File: src/rtl/mem_arbiter_if.sv
// Bundles the two requester ports and the RAM port of mem_arbiter.
// master = requesters/RAM side, slave = arbiter side.
interface mem_arbiter_if #(
  parameter int AW = 32,
  parameter int DW = 32
);
  logic          c_req;
  logic          c_we;
  logic [AW-1:0] c_addr;
  logic [DW-1:0] c_wdata;
  logic          c_ack;
  logic [DW-1:0] c_rdata;

  logic          d_req;
  logic          d_we;
  logic [AW-1:0] d_addr;
  logic [DW-1:0] d_wdata;
  logic          d_ack;
  logic [DW-1:0] d_rdata;

  logic          mem_en;
  logic          mem_we;
  logic [AW-1:0] mem_addr;
  logic [DW-1:0] mem_wdata;
  logic [DW-1:0] mem_rdata;

  logic          busy;
  logic          owner;

  modport master (
    output c_req, c_we, c_addr, c_wdata, d_req, d_we, d_addr, d_wdata, mem_rdata,
    input  c_ack, c_rdata, d_ack, d_rdata, mem_en, mem_we, mem_addr, mem_wdata, busy, owner
  );

  modport slave (
    input  c_req, c_we, c_addr, c_wdata, d_req, d_we, d_addr, d_wdata, mem_rdata,
    output c_ack, c_rdata, d_ack, d_rdata, mem_en, mem_we, mem_addr, mem_wdata, busy, owner
  );
endinterface

File: src/rtl/mem_arbiter.sv
// Two-port (C fixed priority, D streak-guarded) arbiter onto one synchronous RAM.
// Write ack 2 cycles after request, read ack 2+MEM_LAT; requesters hold req until ack.
module mem_arbiter #(
  parameter int AW         = 32,
  parameter int DW         = 32,
  parameter int MEM_LAT    = 1,
  parameter int MAX_STREAK = 4
) (
  input  logic         clk,
  input  logic         reset,
  mem_arbiter_if.slave bus
);

  localparam logic [1:0] IDLE   = 2'd0;
  localparam logic [1:0] ACCESS = 2'd1;
  localparam logic [1:0] WAIT   = 2'd2;
  localparam logic [1:0] DONE   = 2'd3;

  localparam logic [3:0] LAT_INIT = 4'(MEM_LAT);
  localparam logic [3:0] STREAK_MAX = 4'(MAX_STREAK);

  logic [1:0]    state;
  logic [3:0]    cnt;
  logic [3:0]    streak;
  logic          mem_en_q;
  logic          mem_we_q;
  logic [AW-1:0] mem_addr_q;
  logic [DW-1:0] mem_wdata_q;
  logic          c_ack_q;
  logic          d_ack_q;
  logic [DW-1:0] c_rdata_q;
  logic [DW-1:0] d_rdata_q;
  logic          busy_q;
  logic          owner_q;
  logic          d_win;

  assign d_win = bus.d_req && (!bus.c_req || streak == STREAK_MAX);

  // mem_we/mem_addr/mem_wdata double as the latched request for the whole access
  always_ff @(posedge clk or negedge reset) begin
    if (!reset) begin
      state       <= IDLE;
      cnt         <= '0;
      streak      <= '0;
      mem_en_q    <= 1'b0;
      mem_we_q    <= 1'b0;
      mem_addr_q  <= '0;
      mem_wdata_q <= '0;
      c_ack_q     <= 1'b0;
      d_ack_q     <= 1'b0;
      c_rdata_q   <= '0;
      d_rdata_q   <= '0;
      busy_q      <= 1'b0;
      owner_q     <= 1'b0;
    end else begin
      mem_en_q <= 1'b0;
      c_ack_q  <= 1'b0;
      d_ack_q  <= 1'b0;
      case (state)
        IDLE: begin
          if (bus.c_req || bus.d_req) begin
            state       <= ACCESS;
            busy_q      <= 1'b1;
            mem_en_q    <= 1'b1;
            owner_q     <= d_win;
            mem_we_q    <= d_win ? bus.d_we    : bus.c_we;
            mem_addr_q  <= d_win ? bus.d_addr  : bus.c_addr;
            mem_wdata_q <= d_win ? bus.d_wdata : bus.c_wdata;
            if (d_win || !bus.d_req)
              streak <= '0;
            else if (streak != STREAK_MAX)
              streak <= streak + 4'd1;
          end
        end
        ACCESS: begin
          if (mem_we_q) begin
            state <= DONE;
            if (owner_q) begin
              d_ack_q   <= 1'b1;
              d_rdata_q <= '0;
            end else begin
              c_ack_q   <= 1'b1;
              c_rdata_q <= '0;
            end
          end else begin
            cnt   <= LAT_INIT;
            state <= WAIT;
          end
        end
        WAIT: begin
          cnt <= cnt - 4'd1;
          if (cnt == 4'd1) begin
            state <= DONE;
            if (owner_q) begin
              d_ack_q   <= 1'b1;
              d_rdata_q <= bus.mem_rdata;
            end else begin
              c_ack_q   <= 1'b1;
              c_rdata_q <= bus.mem_rdata;
            end
          end
        end
        default: begin
          state  <= IDLE;
          busy_q <= 1'b0;
        end
      endcase
    end
  end

  assign bus.mem_en    = mem_en_q;
  assign bus.mem_we    = mem_we_q;
  assign bus.mem_addr  = mem_addr_q;
  assign bus.mem_wdata = mem_wdata_q;
  assign bus.c_ack     = c_ack_q;
  assign bus.d_ack     = d_ack_q;
  assign bus.c_rdata   = c_rdata_q;
  assign bus.d_rdata   = d_rdata_q;
  assign bus.busy      = busy_q;
  assign bus.owner     = owner_q;

endmodule

File: src/flat_wrapper.sv
// flat-port wrapper written by rule: the top's interface ports become plain ports
module mem_arbiter_flat 
#(
  parameter int AW         = 32,
  parameter int DW         = 32,
  parameter int MEM_LAT    = 1,
  parameter int MAX_STREAK = 4
)
  (clk, reset, bus_c_req, bus_c_we, bus_c_addr, bus_c_wdata, bus_d_req, bus_d_we, bus_d_addr, bus_d_wdata, bus_mem_rdata, bus_c_ack, bus_c_rdata, bus_d_ack, bus_d_rdata, bus_mem_en, bus_mem_we, bus_mem_addr, bus_mem_wdata, bus_busy, bus_owner);
  mem_arbiter_if #(.AW(AW), .DW(DW)) bus_i ();
  input  logic clk;
  input  logic reset;
  input wire logic [$bits(bus_i.c_req)-1:0] bus_c_req;
  input wire logic [$bits(bus_i.c_we)-1:0] bus_c_we;
  input wire logic [$bits(bus_i.c_addr)-1:0] bus_c_addr;
  input wire logic [$bits(bus_i.c_wdata)-1:0] bus_c_wdata;
  input wire logic [$bits(bus_i.d_req)-1:0] bus_d_req;
  input wire logic [$bits(bus_i.d_we)-1:0] bus_d_we;
  input wire logic [$bits(bus_i.d_addr)-1:0] bus_d_addr;
  input wire logic [$bits(bus_i.d_wdata)-1:0] bus_d_wdata;
  input wire logic [$bits(bus_i.mem_rdata)-1:0] bus_mem_rdata;
  output wire logic [$bits(bus_i.c_ack)-1:0] bus_c_ack;
  output wire logic [$bits(bus_i.c_rdata)-1:0] bus_c_rdata;
  output wire logic [$bits(bus_i.d_ack)-1:0] bus_d_ack;
  output wire logic [$bits(bus_i.d_rdata)-1:0] bus_d_rdata;
  output wire logic [$bits(bus_i.mem_en)-1:0] bus_mem_en;
  output wire logic [$bits(bus_i.mem_we)-1:0] bus_mem_we;
  output wire logic [$bits(bus_i.mem_addr)-1:0] bus_mem_addr;
  output wire logic [$bits(bus_i.mem_wdata)-1:0] bus_mem_wdata;
  output wire logic [$bits(bus_i.busy)-1:0] bus_busy;
  output wire logic [$bits(bus_i.owner)-1:0] bus_owner;
  assign bus_i.c_req = bus_c_req;
  assign bus_i.c_we = bus_c_we;
  assign bus_i.c_addr = bus_c_addr;
  assign bus_i.c_wdata = bus_c_wdata;
  assign bus_i.d_req = bus_d_req;
  assign bus_i.d_we = bus_d_we;
  assign bus_i.d_addr = bus_d_addr;
  assign bus_i.d_wdata = bus_d_wdata;
  assign bus_i.mem_rdata = bus_mem_rdata;
  assign bus_c_ack = bus_i.c_ack;
  assign bus_c_rdata = bus_i.c_rdata;
  assign bus_d_ack = bus_i.d_ack;
  assign bus_d_rdata = bus_i.d_rdata;
  assign bus_mem_en = bus_i.mem_en;
  assign bus_mem_we = bus_i.mem_we;
  assign bus_mem_addr = bus_i.mem_addr;
  assign bus_mem_wdata = bus_i.mem_wdata;
  assign bus_busy = bus_i.busy;
  assign bus_owner = bus_i.owner;
  mem_arbiter #(.AW(AW), .DW(DW), .MEM_LAT(MEM_LAT), .MAX_STREAK(MAX_STREAK)) u_core (.clk(clk), .reset(reset), .bus(bus_i));
endmodule
File: config.mk
export PLATFORM = sky130hd
export DESIGN_NAME = mem_arbiter_flat
export DESIGN_NICKNAME = d
export VERILOG_FILES = /design/src/rtl/mem_arbiter_if.sv /design/src/rtl/mem_arbiter.sv /design/src/flat_wrapper.sv
export SDC_FILE = /design/constraint.sdc
export NUM_CORES = 1
export LEC_CHECK = 0
export ABC_AREA = 1
export BUFFER_PORTS_ARGS = -buffer_cell sky130_fd_sc_hd__buf_2
export CAP_MARGIN = 20
export CELL_PAD_IN_SITES_DETAIL_PLACEMENT = 1
export CELL_PAD_IN_SITES_GLOBAL_PLACEMENT = 1
export CORE_MARGIN = 4
export CORE_UTILIZATION = 37
export CTS_CLUSTER_DIAMETER = 100
export DETAILED_ROUTE_END_ITERATION = 10
export GPL_ROUTABILITY_DRIVEN = 0
export HOLD_SLACK_MARGIN = 0.02
export PLACE_DENSITY = 0.88
export SYNTH_ARGS = -nofsm -noshare
export SYNTH_HDL_FRONTEND = slang
export SYNTH_SLANG_ARGS = --single-unit
export TNS_END_PERCENT = 100
File: constraint.sdc
create_clock -name clk -period 2.7 [get_ports clk]
set_input_delay 0.54 -clock clk [delete_from_list [all_inputs] [get_ports clk]]
set_output_delay 0.54 -clock clk [all_outputs]
set_load 0.05 [all_outputs]
==> flow_metrics.env <==
export IMPL_result_of_the_run="finished clean"
export IMPL_detail_route_antenna_nets=0
export IMPL_num_rows=51
export IMPL_worstMarginPinSlew_ns=0.770
export IMPL_area_delta_synth_final_pct=32.5
export IMPL_dr_total_vias=7394
export IMPL_clock_path_buffers=2
export IMPL_grt_use_met3_pct=6.52
export IMPL_postLayoutSetupSlackWorst_ns=0.467
export IMPL_multiInputGateArea_um2=2980
export IMPL_grt_max_degree=68
export IMPL_globalRouteOverflowTotal=0
export IMPL_die_w_um=148
export IMPL_worst_ir_drop_vdd_v=0.000923
export IMPL_slowest_stage="sky130_fd_sc_hd__buf_4"
export IMPL_rsz0062_at_grt="false"
export IMPL_via_count_of_the_first_global_routing_pass=8017
export IMPL_yosys_most_used_dff="sky130_fd_sc_hd__dfrtp_1"
export IMPL_cts_clk_slew_worst_paths_ns=0.06
export IMPL_layout_worst_path_cycle_share_pct=82.7
export IMPL_vias_per_cell=4.95
export IMPL_synth_top_cells_by_area="sky130_fd_sc_hd__dfrtp_1 50%, sky130_fd_sc_hd__nand2_1 20%, sky130_fd_sc_hd__nand3b_1 6.7%"
export IMPL_finalClockSkew_ns=0.0155
export IMPL_grt_use_met2_pct=40.7
export IMPL_postSynthNetCount=1118
export IMPL_hold_class="in2async"
export IMPL_quantity_of_gates_resized_following_cts=0
export IMPL_timing_critical_path_to_type="flip-flop"
export IMPL_synth_seq_cells=144
export IMPL_startpoint_type="flip-flop"
export IMPL_globalRoute_busiestLayer="met2"
export IMPL_yosys_area_top_type="sky130_fd_sc_hd__dfrtp_1"
export IMPL_cpPeakStageDelay_ns=0.57
export IMPL_drv_slew=0
export IMPL_count_of_flip_flops_with_a_built_in_enable_after_synthesis=0
export IMPL_cellLeakagePower_nw=5.82
export IMPL_detailed_place_area_um2=9010
export IMPL_tritoncts_num_buffers=17
export IMPL_nets=1388
export IMPL_post_route_cells_drive_above_1_share_pct=29.3
export IMPL_synth_async_sr_flop_share_pct=100
export IMPL_drt_pass1_iter_count=4
export IMPL_final_hold_viol_count=0
export IMPL_clk_latency_ns=0.42
export IMPL_cts_tree="yes"
export IMPL_synth_cells=943
export IMPL_yosys_warnings=0
export IMPL_grt_antenna_before_repair=3
export IMPL_worst_setup_path_type="reg2reg"
export IMPL_cts_hold_buf=0
export IMPL_ff_latch_area_um2=3600
export IMPL_post_synth_instance_area_um2=7270
export IMPL_worstPathArrival_ns=2.54
export IMPL_area_of_the_die_um2=22000
export IMPL_initial_standard_cell_utilization_of_the_core_pct=37.5
export IMPL_synth_distinct_cells=22
export IMPL_grt_met1_usage_pct=28.1
export IMPL_clkSinkCount=144
export IMPL_detail_route_wirelength_um=25300
export IMPL_most_common_cell_in_the_netlist="sky130_fd_sc_hd__nand2_1"
export IMPL_gr_usage_all_layers_pct=23.1
export IMPL_fillCellCount=2516
export IMPL_power_density_cell_area_nw_per_um2=1470
export IMPL_clock_fmax_ghz=0.448
export IMPL_post_dp_hpwl_um=17900
export IMPL_core_area_um2=19400
export IMPL_finalSetupTns_ns=0
export IMPL_postCtsSetupBuffers=0
export IMPL_finalCoreUtilization_pct=49.7
export IMPL_ys_seq_area_share_pct=49.6
export IMPL_grt_pass1_wl_um=41200
export IMPL_clock_tree_root_cell="sky130_fd_sc_hd__clkbuf_16"
export IMPL_yosys_area_top_type_share_pct=49.6
export IMPL_post_route_cell_area_um2=9640
export IMPL_htreeDepth=4
export IMPL_maxCapViolations=0
export IMPL_path_cells="inv_1 > ha_2 > buf_4 > nand2_1 > nor2_1 > nand2_1 > o21ai_0 > nor2_1"
export IMPL_critPathMaxFanout=67
export IMPL_pre_cts_ws_ns=0.595
export IMPL_drtIter0Drc=287
export IMPL_drc=0
export IMPL_p_total_mw=14.2
export IMPL_timing_max_slew_rel_slack_pct=48.7
export IMPL_avgRoutedWirePerCell_um=16.9
export IMPL_design_portCount=300
export IMPL_postSynthAreaPerCell_um2=7.71
export IMPL_floorplan_die_height_um=148
export IMPL_critical_path_required_ns=3.00
export IMPL_layout_min_cycle_time_ns=2.23
export IMPL_setup_violations_final=0
export IMPL_port_buffers=299
export IMPL_post_synth_most_frequent_cells="381 x sky130_fd_sc_hd__nand2_1, 144 x sky130_fd_sc_hd__dfrtp_1, 112 x sky130_fd_sc_hd__inv_1"
[flip-flops by register name, summed over array words and instances, names as in the netlist]
name	cells
u_core.streak	4
u_core.bus.d_ack	1
u_core.cnt	4
u_core.bus.mem_en	1
u_core.bus.c_ack	1
u_core.bus.mem_addr	32
u_core.bus.mem_wdata	32
u_core.bus.d_rdata	32
u_core.state	2
u_core.bus.owner	1
u_core.bus.mem_we	1
u_core.bus.busy	1
u_core.bus.c_rdata	32
[kinds of logic (layout without fill, tap and decap cells)]
family	after synthesis	in the layout	share of synthesized area [%]
DFF	144	144	49.6
and+or+nand+nor	593	593	37.4
xor gates and xnor gates	3	3	0.361
adders and majority gates	9	9	1.55
AOI/OAI and AO/OA	16	16	1.27
other	0	2	0
buffers and inverters	178	461	9.84
[worst paths after layout]
kind / start / end / slack (ns) / depth (start not counted)
max: u_core.state[0] / u_core.cnt[3] / 0.47 / 8
min: reset / u_core.bus.d_rdata[7] / 0.06 / 1
max reg2reg: u_core.state[0] / u_core.cnt[3] / 0.47 / 8
min reg2reg: u_core.bus.mem_addr[7] / u_core.bus.mem_addr[7] / 0.48 / 2
max in group asynchronous: reset / u_core.bus.mem_wdata[2] / 1.86 / 2
min in group clk: bus_c_wdata[12] / u_core.bus.mem_wdata[12] / 0.41 / 5
[critical path: cells and delay by family, from the launching register on]
family                   cells  cell delay, ns
buffers and inverters        2            0.67
adder cells (fa/ha/maj)      1            0.33
flip-flops                   1            0.40
AO/OA/AOI/OAI                1            0.09
AND/OR/NAND/NOR              4            0.61
[per-stage QoR]
step,cells,hold WS (ns)
5_1_grt,1493,0.0774
3_5_place_dp,1459,0.460
4_1_cts,1491,0.0638
2_1_floorplan,943,0.244
3_3_place_gp,1459,0.458
6_report,1493,0.0593
[power by group]
group | leakage (nW) | switching [mW] | internal [mW]
Sequential | 1.85 | 0.581 | 3.10
Clock | 0.297 | 1.07 | 1.41
Combinational | 3.68 | 6.22 | 1.77
Total | 5.82 | 7.87 | 6.28
[routing by layer]
metal	vias up	share of wire (%)	wire, um
met5	-	0.051	13
met4	2	1.4	345
met3	27	7.7	1940
met2	261	50	12600
met1	3581	41	10400
li1	3523	-	-
[area by class of cell]
| class | count | area share [%] |
|---|---|---|
| diodes | 2 | 0.0519 |
| multi-input cells | 621 | 30.9 |
| clock buffers | 17 | 4.41 |
| inverters | 114 | 4.44 |
| well taps | 265 | 3.44 |
| flip-flops and latches | 144 | 37.4 |
| repair buffers | 315 | 17.4 |
| clock inverters | 15 | 1.99 |
[cell usage in the layout, fill, tap and decap left out, types with 2 or more instances in the layout]
cell type	count
sky130_fd_sc_hd__bufinv_16	2
sky130_fd_sc_hd__dfrtp_1	144
sky130_fd_sc_hd__inv_1	111
sky130_fd_sc_hd__o22ai_1	2
sky130_fd_sc_hd__nand2_1	379
sky130_fd_sc_hd__clkinvlp_4	2
sky130_fd_sc_hd__clkbuf_16	17
sky130_fd_sc_hd__inv_2	3
sky130_fd_sc_hd__nand4_1	66
sky130_fd_sc_hd__xor2_1	2
sky130_fd_sc_hd__inv_8	5
sky130_fd_sc_hd__o21ai_2	3
sky130_fd_sc_hd__o21ai_0	8
sky130_fd_sc_hd__buf_4	12
sky130_fd_sc_hd__nand2_2	2
sky130_fd_sc_hd__buf_2	298
sky130_fd_sc_hd__nand3_1	67
sky130_fd_sc_hd__buf_12	4
sky130_fd_sc_hd__clkinv_4	2
sky130_fd_sc_hd__inv_6	3
sky130_fd_sc_hd__ha_1	8
sky130_fd_sc_hd__nand3b_1	65
sky130_fd_sc_hd__diode_2	2
sky130_fd_sc_hd__nor3_1	2
sky130_fd_sc_hd__nor2_1	11
Note: power is estimated with default switching activity, not from simulation.
